## src/rtl/incrementador_pkg.sv

```systemverilog
// rtl/incrementador_pkg.sv - shared types and defaults for the button-driven up-counter
package incrementador_pkg;

  // Debounce FSM states: waiting for press, qualifying press, held, qualifying release
  typedef enum logic [1:0] {
    IDLE         = 2'd0,
    PRESS_WAIT   = 2'd1,
    PRESSED      = 2'd2,
    RELEASE_WAIT = 2'd3
  } deb_state_t;

  localparam int N_DEFAULT               = 6;
  localparam int DEBOUNCE_CYCLES_DEFAULT = 4;
  localparam int REPEAT_CYCLES_DEFAULT   = 8;

endpackage

```

## src/rtl/incrementador_boton_antirrebote.sv

```systemverilog
// rtl/incrementador_boton_antirrebote.sv - button synchronizer + debounce FSM (auto-repeat under INCREMENTADOR_AUTOREPEAT_EN)
module antirrebote
  import incrementador_pkg::*;
#(
  parameter int DEBOUNCE_CYCLES = DEBOUNCE_CYCLES_DEFAULT
`ifdef INCREMENTADOR_AUTOREPEAT_EN
  ,
  parameter int REPEAT_CYCLES = REPEAT_CYCLES_DEFAULT
`endif
) (
  input  logic clk,
  input  logic rst,
  input  logic btn,
  output logic inc_pulse
);

  localparam int CW = $clog2(DEBOUNCE_CYCLES + 1);
  localparam logic [CW-1:0] CNT_LAST = CW'(DEBOUNCE_CYCLES - 1);
  localparam logic [CW-1:0] CNT_ONE  = CW'(1);

  logic          sync1;
  logic          sync2;
  deb_state_t    state;
  logic [CW-1:0] cnt;
  logic          press_accept;

  // Two-flop synchronizer for the raw, asynchronous button
  always_ff @(posedge clk or posedge rst) begin
    if (rst) begin
      sync1 <= 1'b0;
      sync2 <= 1'b0;
    end else begin
      sync1 <= btn;
      sync2 <= sync1;
    end
  end

  // Debounce FSM: a level must be stable for DEBOUNCE_CYCLES synced cycles to be believed
  always_ff @(posedge clk or posedge rst) begin
    if (rst) begin
      state <= IDLE;
      cnt   <= '0;
    end else begin
      case (state)
        IDLE: begin
          if (sync2) begin
            state <= PRESS_WAIT;
            cnt   <= '0;
          end
        end
        PRESS_WAIT: begin
          if (!sync2) begin
            state <= IDLE;
          end else if (cnt == CNT_LAST) begin
            state <= PRESSED;
          end else begin
            cnt <= cnt + CNT_ONE;
          end
        end
        PRESSED: begin
          if (!sync2) begin
            state <= RELEASE_WAIT;
            cnt   <= '0;
          end
        end
        RELEASE_WAIT: begin
          if (sync2) begin
            state <= PRESSED;
          end else if (cnt == CNT_LAST) begin
            state <= IDLE;
          end else begin
            cnt <= cnt + CNT_ONE;
          end
        end
        default: begin
          state <= IDLE;
          cnt   <= '0;
        end
      endcase
    end
  end

  // The accepting transition itself is the pulse, so the counter moves on the same edge the FSM enters PRESSED
  assign press_accept = (state == PRESS_WAIT) && sync2 && (cnt == CNT_LAST);

`ifdef INCREMENTADOR_AUTOREPEAT_EN
  localparam int RW = $clog2(REPEAT_CYCLES + 1);
  localparam logic [RW-1:0] REP_LAST = RW'(REPEAT_CYCLES - 1);
  localparam logic [RW-1:0] REP_ONE  = RW'(1);

  logic [RW-1:0] rep_cnt;
  logic          repeat_fire;

  // Repeat timer runs only while held in PRESSED; it is zero on entry and cleared on exit
  always_ff @(posedge clk or posedge rst) begin
    if (rst) begin
      rep_cnt <= '0;
    end else if ((state == PRESSED) && sync2) begin
      if (rep_cnt == REP_LAST) begin
        rep_cnt <= '0;
      end else begin
        rep_cnt <= rep_cnt + REP_ONE;
      end
    end else begin
      rep_cnt <= '0;
    end
  end

  assign repeat_fire = (state == PRESSED) && sync2 && (rep_cnt == REP_LAST);
  assign inc_pulse   = press_accept | repeat_fire;
`else
  assign inc_pulse = press_accept;
`endif

endmodule

```

## src/rtl/incrementador_boton.sv

```systemverilog
// rtl/incrementador_boton.sv - debounced button up-counter with switch load (optional auto-repeat via INCREMENTADOR_AUTOREPEAT_EN)
module incrementador_boton
  import incrementador_pkg::*;
#(
  parameter int N               = N_DEFAULT,
  parameter int DEBOUNCE_CYCLES = DEBOUNCE_CYCLES_DEFAULT,
  parameter bit WRAP            = 1'b1
`ifdef INCREMENTADOR_AUTOREPEAT_EN
  ,
  parameter int REPEAT_CYCLES   = REPEAT_CYCLES_DEFAULT
`endif
) (
  input  logic         clk,
  input  logic         rst,
  input  logic         btn_add,
  input  logic         btn_load,
  input  logic [N-1:0] data_in,
  output logic [N-1:0] data_out,
  output logic         ovf,
  output logic         at_max
);

  localparam logic [N-1:0] ONE = N'(1);

  logic inc_pulse;
  logic load_sync1;
  logic load_sync2;
  logic load_prev;
  logic load_edge;

  antirrebote #(
    .DEBOUNCE_CYCLES (DEBOUNCE_CYCLES)
`ifdef INCREMENTADOR_AUTOREPEAT_EN
    ,
    .REPEAT_CYCLES   (REPEAT_CYCLES)
`endif
  ) u_antirrebote (
    .clk       (clk),
    .rst       (rst),
    .btn       (btn_add),
    .inc_pulse (inc_pulse)
  );

  // Load button: two-flop synchronizer plus one history flop for rising-edge detection
  always_ff @(posedge clk or posedge rst) begin
    if (rst) begin
      load_sync1 <= 1'b0;
      load_sync2 <= 1'b0;
      load_prev  <= 1'b0;
    end else begin
      load_sync1 <= btn_load;
      load_sync2 <= load_sync1;
      load_prev  <= load_sync2;
    end
  end

  assign load_edge = load_sync2 & ~load_prev;
  assign at_max    = &data_out;

  // Counter register: load has priority and swallows a coincident increment; ovf flags increments taken at all-ones
  always_ff @(posedge clk or posedge rst) begin
    if (rst) begin
      data_out <= '0;
      ovf      <= 1'b0;
    end else begin
      ovf <= 1'b0;
      if (load_edge) begin
        data_out <= data_in;
      end else if (inc_pulse) begin
        if (at_max) begin
          ovf <= 1'b1;
          if (WRAP) begin
            data_out <= '0;
          end
        end else begin
          data_out <= data_out + ONE;
        end
      end
    end
  end

endmodule

```

## config.mk

```make
export PLATFORM = sky130hd
export DESIGN_NAME = incrementador_boton
export DESIGN_NICKNAME = d
export VERILOG_FILES = /design/src/rtl/incrementador_pkg.sv /design/src/rtl/incrementador_boton_antirrebote.sv /design/src/rtl/incrementador_boton.sv
export SDC_FILE = /design/constraint.sdc
export NUM_CORES = 1
export LEC_CHECK = 0
export ABC_AREA = 1
export CAP_MARGIN = 10
export CELL_PAD_IN_SITES_DETAIL_PLACEMENT = 0
export CELL_PAD_IN_SITES_GLOBAL_PLACEMENT = 2
export CORE_ASPECT_RATIO = 0.75
export CORE_MARGIN = 1
export CORE_UTILIZATION = 28
export DETAILED_ROUTE_END_ITERATION = 8
export PLACE_DENSITY_LB_ADDON = 0.2
export SKIP_CTS_REPAIR_TIMING = 1
export SLEW_MARGIN = 40
export SYNTH_ARGS = -nofsm -noshare
export SYNTH_HDL_FRONTEND = slang
export SYNTH_SLANG_ARGS = --single-unit
```

## constraint.sdc

```tcl
create_clock -name clk -period 1.45 [get_ports clk]
set_input_delay 0.145 -clock clk [delete_from_list [all_inputs] [get_ports clk]]
set_output_delay 0.145 -clock clk [all_outputs]
set_load 0.1 [all_outputs]
```

== Word-level counts from Yosys, hierarchy flattened ==
Index checks and enable logic that the tools add are counted.
Operators by class
  add/subtract/negate cells: 2
  equal/unequal tests: 10
  multiplexer cells: 19
  bitwise operators: 2
  reduce and logical (&&, ||, !) cells: 7
Operators with widths (count)
  $mux 6: 3
  $mux 3: 5
  $mux 2: 6
  $pmux 3 s4: 1
  $pmux 2 s4: 1
  $reduce_and 4->1: 2
  $add 6x1->6 const B: 1
  $reduce_and 6->1: 1
  $eq 2x2->1 const B: 2
  $ne 2x1->1 const B: 2
  $ne 2x2->1 const B: 2
  $add 3x1->3 const B: 1
  $eq 3x2->1 const B: 1
  $mux 1: 3
  $ne 3x1->1 const B: 1
  $ne 3x3->1 const B: 1
  $eq 2x1->1 const B: 1
  $logic_and 1x1->1: 2
  $logic_not 2->1: 1
  $reduce_bool 2->1: 1
  $and 1x1->1: 1
  $not 1->1: 1
Word-level totals
  register bits: 17
  logic and storage cells: 49

== Logic depth before layout (Yosys ltp) ==
Gate-level depths: netlist of the first run.
  depth in word-level cells: 5
  depth in mapped cells: 7

== Cells and area by module ==
From an unflattened synthesis of the first run, not the netlist that was laid out.
Unflattened totals
  cells, all modules: 101
  area total of the unflattened synthesis: 830.8 um^2
By module, submodules not included
  incrementador_boton: instances 1, cells an instance 66, area an instance 511.7 um^2
  antirrebote: instances 1, cells an instance 35, area an instance 319.1 um^2

== Least setup slack after synthesis of the first run ==
OpenSTA, ideal clock, no wires.
  path kind: register -> register
  from: register data_out[0]
  to: register data_out[5]
  arrival: 2.201 ns
  data required time: 1.333 ns
  slack: -0.868 ns
  cell stages (with the launch flop): 7
  path buffers: 0
  cells stage by stage: dfrtp_1 -> ha_1 -> nand3_2 -> nor2_4 -> nor2_1 -> nand2_1 -> nand2_1
On the way
  longest elaborated chain between the ends: 4
RTL lines
  start, declared: line incrementador_boton.sv:18  | output logic [N-1:0] data_out,
  start signal, assigned: line incrementador_boton.sv:68  | data_out <= data_in;
  start signal, assigned: line incrementador_boton.sv:76  | data_out <= data_out + ONE;
  $reduce_and 6->1: line incrementador_boton.sv:58  | assign at_max = &data_out;
  net at_max: line incrementador_boton.sv:20  | output logic at_max
  $mux 6: line incrementador_boton.sv:70  | if (at_max) begin
  $mux 6: line incrementador_boton.sv:69  | end else if (inc_pulse) begin
  $mux 6: line incrementador_boton.sv:67  | if (load_edge) begin
The timed path passes the listed nets, and every way through them passes these cells. The select of a mux whose other input is x is not followed.
A chain may end at the register's enable or synchronous reset.

== Worst setup path in the final report of the first run ==
  from: register data_out[1]
  to: output port at_max
On the way
  longest elaborated chain between the ends: 1
RTL lines (line)
  $reduce_and 6->1: incrementador_boton.sv:58
  end, declared: incrementador_boton.sv:20
Every way passes these cells.

==> results of run 1 <==
==> power by group <==
part	switching, W	internal, W
registers	0.000169	0.000596
logic	0.000568	0.000379
clock network	0.000162	0.000190
total	0.000899	0.00116
==> flip-flops by register name, indices dropped and copies added, names as in the netlist, named ones only <==
register	cells
data_out	6
u_antirrebote.cnt	3
load_prev	1
load_sync1	1
load_sync2	1
ovf	1
u_antirrebote.state	1
u_antirrebote.sync1	1
u_antirrebote.sync2	1
==> cell usage after synthesis, drive strengths merged <==
library cell	count
or2	2
ha	4
inv	14
o22a	1
o211ai	1
nor3	2
nand3	11
nand4	3
nand2	37
nor2	9
dfrtp	17
nand3b	1
o21ai	5
==> worst min-delay path by stage <==
stage	to	cells past startpoint	startpoint	slack [ns]
2_1_floorplan	async pin	1	rst	0.07
3_3_place_gp	load_sync2	0	load_sync1	0.33
3_5_place_dp	u_antirrebote.sync2	0	u_antirrebote.sync1	0.34
4_1_cts	load_sync1	3	rst	0.21
5_1_grt	data_out[1]	3	rst	0.24
6_report	load_sync1	3	rst	0.20
==> metrics by stage <==
stage	setup TNS, ns	instance area [um2]	std cells
after global placement	0	1220	164
after global routing	-0.0391	1320	172
after detailed placement	0	1220	164
after CTS	-0.0656	1260	168
after floorplan	-1.43	905	107
final	0	1320	172
==> per-layer routing <==
metal / wire [um] / part of all wire [%] / vias to the layer above
li1: - / - / 399
met1: 1020 / 54 / 312
met2: 754 / 40 / 16
met3: 87 / 4.6 / 2
met4: 16 / 0.85 / 0
met5: 0 / 0 / -
==> layout by cell type (no fill, tap or decap), drive strengths merged <==
cell,synthesis,final
nand2,37,37
nand4,3,3
clkdlybuf4s50,0,9
inv,14,14
nor2,9,9
clkbuf,0,3
nor3,2,2
nand3,11,11
clkinv,0,1
nand3b,1,1
o211ai,1,1
ha,4,4
o22a,1,1
or2,2,2
dfrtp,17,17
o21ai,5,5
buf,0,14
==> area by class of cell <==
class	count	area share, %
inverter	14	3.97
clock inverter	1	0.378
multi-input combinational	76	33.5
tap	38	3.60
timing repair buffer	23	22.3
sequential	17	33.1
clock buffer	3	3.12
==> kinds of logic after synthesis <==
family | count (synthesis)
buffers and inverters | 14
AOI/OAI and AO/OA | 7
adders and majority gates | 4
and+or+nand+nor | 65
DFF | 17
==> worst reg2reg max path, cell delays in order, from the launching register on <==
cell	delay, ns
dfrtp_1	0.37
ha_2	0.23
ha_4	0.17
nand4_4	0.15
nand2_4	0.13
inv_2	0.06
nand2_1	0.05
nand3_1	0.07
==> results.toml, run 1 <==
[global_route]
grt_first_pass_wirelength_um = 3240
grt_pass1_vias = 665
grt_usage_pct = 13.2
overflow = 0
gr-max-usage-layer = "met1"
grt_use_met3_pct = 5.00
antenna_found_initial = 0
grt_util_met1_pct = 20.5
grt_start_max_net_pins = 18
met2_usage_pct = 16.7

[critical_path]
cp_slowest_cell = "dfrtp_4"
crit_type = "reg -> out"
slowest_delay_ns = 0.45
cp.required_ns = 1.31
worst-path-stages = 4
critical_path.max_fanout = 5
rr_endpoint = "data_out[4]"
regToRegStartpoint = "u_antirrebote.cnt[0]"
cp_num_buf_inv = 1
cp_top_family = "flip-flops"
path_cells = "ha_4 > nand3_4 > nor2_4 > buf_12"
end_kind = "primary output"
cp_data_arrival_time_ns = 1.29
critPathLaunchType = "flop"
cp-startpoint = "data_out[1]"
crit_end = "at_max"
reg2regPathDepth = 7
r2r_slack_ns = 0.11

[power_and_ir_drop]
p_total_w = 0.00206
power.density_nw_per_um2 = 1560
vdd_drop_max_v = 0.000668
leakagePower_nw = 0.607

[final_layout]
final-seq-area_um2 = 438
multi_input_area_um2 = 443
fin_nets = 149
area_delta_synth_final_pct = 51.7
fillers = 293
drive_above_1_share_pct = 27.6
fin_util_pct = 44.7
antenna_cells = 0

[yosys]
yosys.area_share.adder_pct = 5.74
yosysSeqAreaShare_pct = 48.8
synth-simple-area-share_pct = 34.7
synth_top_family_by_area = "simple AND/OR/NAND/NOR gates"
yosys.cell_types.count = 18
synth_compound_area_share_pct = 4.73
yosysWarningCount = 0
yosys.area_share.xor_xnor_pct = 0
synth_mux_area_share_pct = 0
synth-seq-cells = 17
syn_area_um2 = 872
synthCells = 107
synth.area.top_cells = "dfrtp_1 (49%), nand2_1 (15%), ha_1 (5.7%), nand3_1 (5.7%), inv_1 (5.2%)"
yosysTopAreaCell = "dfrtp_1"
yosysTopAreaCellShare_pct = 48.8
syn_nets = 121
postSynthAreaPerCell_um2 = 8.15

[placed_design]
port_buffers = 17
place_hpwl_um = 1430
dp_slack_ns = 0.0281
routabilityCongestion = 0.775

[drt]
drtAntennaViolNets = 0
routedWlPerCell_um = 10.9
num_vias = 729
routed_wl_um = 1880
drcViolationCount = 0
viasPerCell = 4.24
dr.first_iter.drc_count = 25
firstDrtPassIters = 4

[floorplan]
die_w_um = 66.4
core_um2 = 2960
die_h_um = 50.3
die-area_um2 = 3340
io_pins = 18
start_util_pct = 29.5
rows = 17

[sta]
finalSetupViolations = 0
drv_slew = 0
finalCritPeriodShare_pct = 99.0
period_needed_ns = 1.44
tightest_slew_ns = 0.282
timing.slew.headroom_pct = 81.2
finClkSkew_ns = 0.00119
clock.fmax_ghz = 0.697
setup_slack_ns = 0.0147
rsz0062_at_grt = "true"
hold_ws_ns = 0.199
hold_viol_final = 0

[clocking]
cts_max_level = 1
root_buffer = "clkbuf_8"
clk_latency_ns = 0.25
cts.sinks = 17
cts_tree = "built"
cts_made_buffers = 3
clkTransAtPathRegs_ns = 0.07
max-clock-path-buffers = 2

[flow_run]
drv_cap = 0

[worst_hold_path]
hold_path_class = "in -> async"

[status]
outcome = "finished clean"
Note: power is estimated with default switching activity, not from simulation.
==> inputs of run 2 (changes only) <==
PLACE_DENSITY = 0.77   (was unset)
PLACE_DENSITY_LB_ADDON = unset   (was 0.2)
==> run 2 against run 1 <==
  * Die area unchanged
  * Largest power group unchanged
  * Largest cell class is now sequential cells
  * Register-to-register slack about the same
  * Critical endpoint unchanged
  * Clock skew up 0.0018 ns
  * Setup slack better by 0.043 ns
  * Highest routed layer unchanged
  * Critical path depth unchanged
  * Non-clock buffer count down 2
  * Count of clock-buffer cells in the layout unchanged
  * Hold slack about the same
  * Maximum frequency up 3.1%
==> results.toml, run 2 (synthesized netlist as in run 1, its figures left out) <==
[drt]
viasPerCell = 4.31
routedWlPerCell_um = 11.1
dr.first_iter.drc_count = 12
num_vias = 732
drtAntennaViolNets = 0
drcViolationCount = 0
firstDrtPassIters = 4
routed_wl_um = 1890

[global_route]
grt_usage_pct = 13.1
grt_start_max_net_pins = 18
antenna_found_initial = 0
grt_first_pass_wirelength_um = 3100
overflow = 0
grt_pass1_vias = 667

[critical_path]
critPathLaunchType = "flop"
cp_data_arrival_time_ns = 1.25
reg2regPathDepth = 7
path_cells = "ha_4 > nand3_4 > nor2_4 > buf_12"
regToRegStartpoint = "u_antirrebote.cnt[0]"
crit_type = "reg -> out"
cp.required_ns = 1.31
slowest_delay_ns = 0.45
cp_slowest_cell = "dfrtp_4"
worst-path-stages = 4
r2r_slack_ns = 0.11
cp_top_family = "flip-flops"
cp_num_buf_inv = 1
critical_path.max_fanout = 5
end_kind = "primary output"
rr_endpoint = "data_out[0]"

[clocking]
clkTransAtPathRegs_ns = 0.07
cts_tree = "built"
cts_made_buffers = 3
cts_max_level = 1
max-clock-path-buffers = 2
root_buffer = "clkbuf_8"
cts.sinks = 17
clk_latency_ns = 0.25

[status]
outcome = "finished clean"

[worst_hold_path]
hold_path_class = "in -> async"

[floorplan]
start_util_pct = 29.5
die-area_um2 = 3340
io_pins = 18
die_h_um = 50.3
core_um2 = 2960
die_w_um = 66.4
rows = 17

[sta]
drv_slew = 0
clock.fmax_ghz = 0.718
hold_ws_ns = 0.198
finClkSkew_ns = 0.00299
hold_viol_final = 0
finalCritPeriodShare_pct = 96.0
tightest_slew_ns = 0.310
period_needed_ns = 1.39
timing.slew.headroom_pct = 79.3
finalSetupViolations = 0
rsz0062_at_grt = "false"

[power_and_ir_drop]
leakagePower_nw = 0.600
vdd_drop_max_v = 0.000743
power.density_nw_per_um2 = 1580

[final_layout]
drive_above_1_share_pct = 25.8
antenna_cells = 0
layout_common_cells = "nand2_1 (34), inv_1 (12), dfrtp_1 (11)"
fin_nets = 147
fin_area_um2 = 1300
stdcell_count = 170
regMostFlops = "data_out"
area_delta_synth_final_pct = 49.1
top_regs = "data_out (6), u_antirrebote.cnt (3)"
final_common_cell = "nand2_1"
largest_reg_flops = 6

[placed_design]
routabilityCongestion = 0.776
place_hpwl_um = 1490
dp_cells = 164
placed_area_um2 = 1220
port_buffers = 17

[flow_run]
drv_cap = 0
[run 2: cell types whose count changed in the layout (fill, tap and decap cells not counted)]
cell / delta
buf_4: -2
ha_1: +1
ha_2: -1
nand2_2: +1
nand2_4: -1
[run 2: stage by stage]
| step | total power (W) | util [%] | setup slack, ns | setup TNS, ns |
|---|---|---|---|---|
| final | 0.00205 | 44.0 | 0.0580 | 0 |
| after floorplan | 0.00133 | - | -0.351 | -1.43 |
| after CTS | 0.00204 | 42.7 | -0.0707 | -0.0707 |
| after global routing | 0.00218 | 44.0 | 0.00490 | 0 |
| after global placement | 0.00167 | 41.2 | 0.0955 | 0 |
| after detailed placement | 0.00167 | 41.2 | 0.0484 | 0 |
[run 2: report_power, final]
part / total [W] / internal [W] / switching (W)
sequential: 0.000768 / 0.000596 / 0.000173
clock: 0.000352 / 0.000191 / 0.000161
combinational: 0.000931 / 0.000363 / 0.000568
total: 0.00205 / 0.00115 / 0.000902
[run 2: worst max path at each step]
stage,slack [ns],to,from
final,0.06,at_max,data_out[1]
after floorplan,-0.35,data_out[0],data_out[0]
after detailed placement,0.05,data_out[0],u_antirrebote.cnt[0]
after global routing,0.005,data_out[4],u_antirrebote.cnt[0]
after CTS,-0.07,at_max,data_out[1]
after global placement,0.1,data_out[0],u_antirrebote.cnt[0]
[run 2: cell type report]
cell class	instances	area, um2
flip-flops and latches	17	438
fillers	293	1660
clock buffers	3	41.3
inverters	14	52.6
multi-input cells	76	435
well taps	38	47.5
repair buffers	21	280
clock inverters	1	5.00
[run 2: worst reg2reg max path: stages (launching register included)]
cell,delay (ns)
dfrtp_1,0.37
ha_1,0.23
ha_4,0.17
nand4_4,0.13
nand2_2,0.13
inv_2,0.06
nand2_1,0.05
nand3_1,0.08
[run 2: layer usage]
metal | wire, um | GRT usage [%] | vias to the layer above | share of wire, %
met2 | 746 | 18.0 | 14 | 39
li1 | - | - | 392 | -
met5 | 0 | 0 | - | 0
met3 | 74 | 5.00 | 4 | 3.9
met1 | 1040 | 18.2 | 322 | 55
met4 | 29 | 5.32 | 0 | 1.5
==> inputs of run 3 (changes only) <==
CORE_ASPECT_RATIO = 0.9   (was 0.75)
==> run 3 against run 2 <==
  * Routed wire length shrank 1.3%
  * Flip-flop and latch count unchanged
  * Hold slack lost 0.047 ns
  * Maximum frequency fell by 3.8%
  * Global-route usage up 0.62 points
  * Highest routed layer unchanged
  * Sequential share of layout area grew 0.098 points
  * Critical path type unchanged
  * Register-to-register slack is essentially flat
  * Critical path depth is the same
==> results.toml, run 3 (synthesized netlist as in run 1, its figures left out) <==
[clocking]
root_buffer = "clkbuf_4"
cts_max_level = 1
clkTransAtPathRegs_ns = 0.10
cts.sinks = 17
cts_tree = "built"
max-clock-path-buffers = 2
clk_latency_ns = 0.30
cts_made_buffers = 3

[sta]
finalCritPeriodShare_pct = 99.8
hold_ws_ns = 0.151
rsz0062_at_grt = "true"
tightest_slew_ns = 0.292
period_needed_ns = 1.45
drv_slew = 0
finalSetupViolations = 0
clock.fmax_ghz = 0.691
setup-tns-final_ns = 0
hold_viol_final = 0
timing.slew.headroom_pct = 80.5
finClkSkew_ns = 0.00272

[final_layout]
largest_reg_flops = 6
final-seq-area_um2 = 438
multi_input_area_um2 = 440
antenna_cells = 0
drive_above_1_share_pct = 26.3
area_delta_synth_final_pct = 48.6
final_common_cell = "nand2_1"
fin_nets = 148
top_regs = "data_out (6), u_antirrebote.cnt (3)"
regMostFlops = "data_out"
fillers = 291
layout_common_cells = "nand2_1 (34), inv_1 (12), dfrtp_1 (11)"

[drt]
routed_wl_um = 1870
drtAntennaViolNets = 0
routedWlPerCell_um = 10.8
dr.first_iter.drc_count = 34
viasPerCell = 4.46
num_vias = 772
firstDrtPassIters = 4
drcViolationCount = 0

[critical_path]
cp.required_ns = 1.31
end_kind = "primary output"
crit_type = "reg -> out"
cp-startpoint = "data_out[0]"
critical_path.max_fanout = 4
cp_data_arrival_time_ns = 1.30
regToRegStartpoint = "u_antirrebote.cnt[0]"
r2r_slack_ns = 0.11
critPathLaunchType = "flop"
rr_endpoint = "data_out[4]"
reg2regPathDepth = 7

[floorplan]
die-area_um2 = 3340
die_h_um = 54.9
start_util_pct = 30.5
rows = 18
die_w_um = 60.8
io_pins = 18
core_um2 = 2860

[global_route]
antenna_found_initial = 0
grt_first_pass_wirelength_um = 3300
overflow = 0
grt_usage_pct = 13.7
grt_start_max_net_pins = 18
grt_pass1_vias = 707

[status]
outcome = "finished clean"

[placed_design]
routabilityCongestion = 0.761
place_hpwl_um = 1420
port_buffers = 17

[power_and_ir_drop]
vdd_drop_max_v = 0.000640
leakagePower_nw = 0.598
power.density_nw_per_um2 = 1500

[flow_run]
drv_cap = 0

[worst_hold_path]
hold_path_class = "in -> async"
-- run 3: through the flow --
stage | worst slack (ns) | util (%) | cell area, um2 | std cells | power [W]
after floorplan | -0.351 | - | 905 | 107 | 0.00133
after global placement | 0.0835 | 42.7 | 1220 | 166 | 0.00166
after detailed placement | 0.0414 | 42.7 | 1220 | 166 | 0.00166
after CTS | -0.127 | 43.6 | 1250 | 170 | 0.00193
after global routing | -0.0542 | 45.3 | 1300 | 173 | 0.00209
final | 0.00256 | 45.3 | 1300 | 173 | 0.00195
-- run 3: worst max path at each step --
stage | endpoint | slack, ns | depth (start not counted)
after global placement | data_out[0] | 0.08 | 7
final | at_max | 0.003 | 4
after detailed placement | data_out[0] | 0.04 | 7
after global routing | at_max | -0.05 | 4
after CTS | at_max | -0.13 | 4
after floorplan | data_out[0] | -0.35 | 6
-- run 3: where the power goes --
group,leakage [nW],internal [W],switching [W]
Clock,0.0177,0.000103,0.000160
Combinational,0.378,0.000360,0.000567
Sequential,0.203,0.000594,0.000163
Total,0.598,0.00106,0.000890
-- run 3: routing by layer --
| metal | part of all wire [%] | vias up | global-route usage [%] |
|---|---|---|---|
| met1 | 53 | 355 | 20.0 |
| met2 | 42 | 15 | 19.8 |
| met5 | 0 | - | 0 |
| li1 | - | 400 | - |
| met3 | 4.4 | 2 | 4.88 |
| met4 | 0.80 | 0 | 2.27 |
-- run 3: layout make-up --
cell class                 count  share of cell area [%]
clock inverter                 1                   0.386
timing repair buffer          22                    22.2
multi-input combinational     76                    34.0
sequential                    17                    33.8
inverter                      14                    4.05
tap                           40                    3.86
clock buffer                   3                    1.74
-- run 3: worst max-delay path, cell delays in order, from the launching register on --
cell	delay (ns)
dfrtp_4	0.45
ha_4	0.16
nand3_4	0.07
nor2_4	0.13
buf_12	0.18
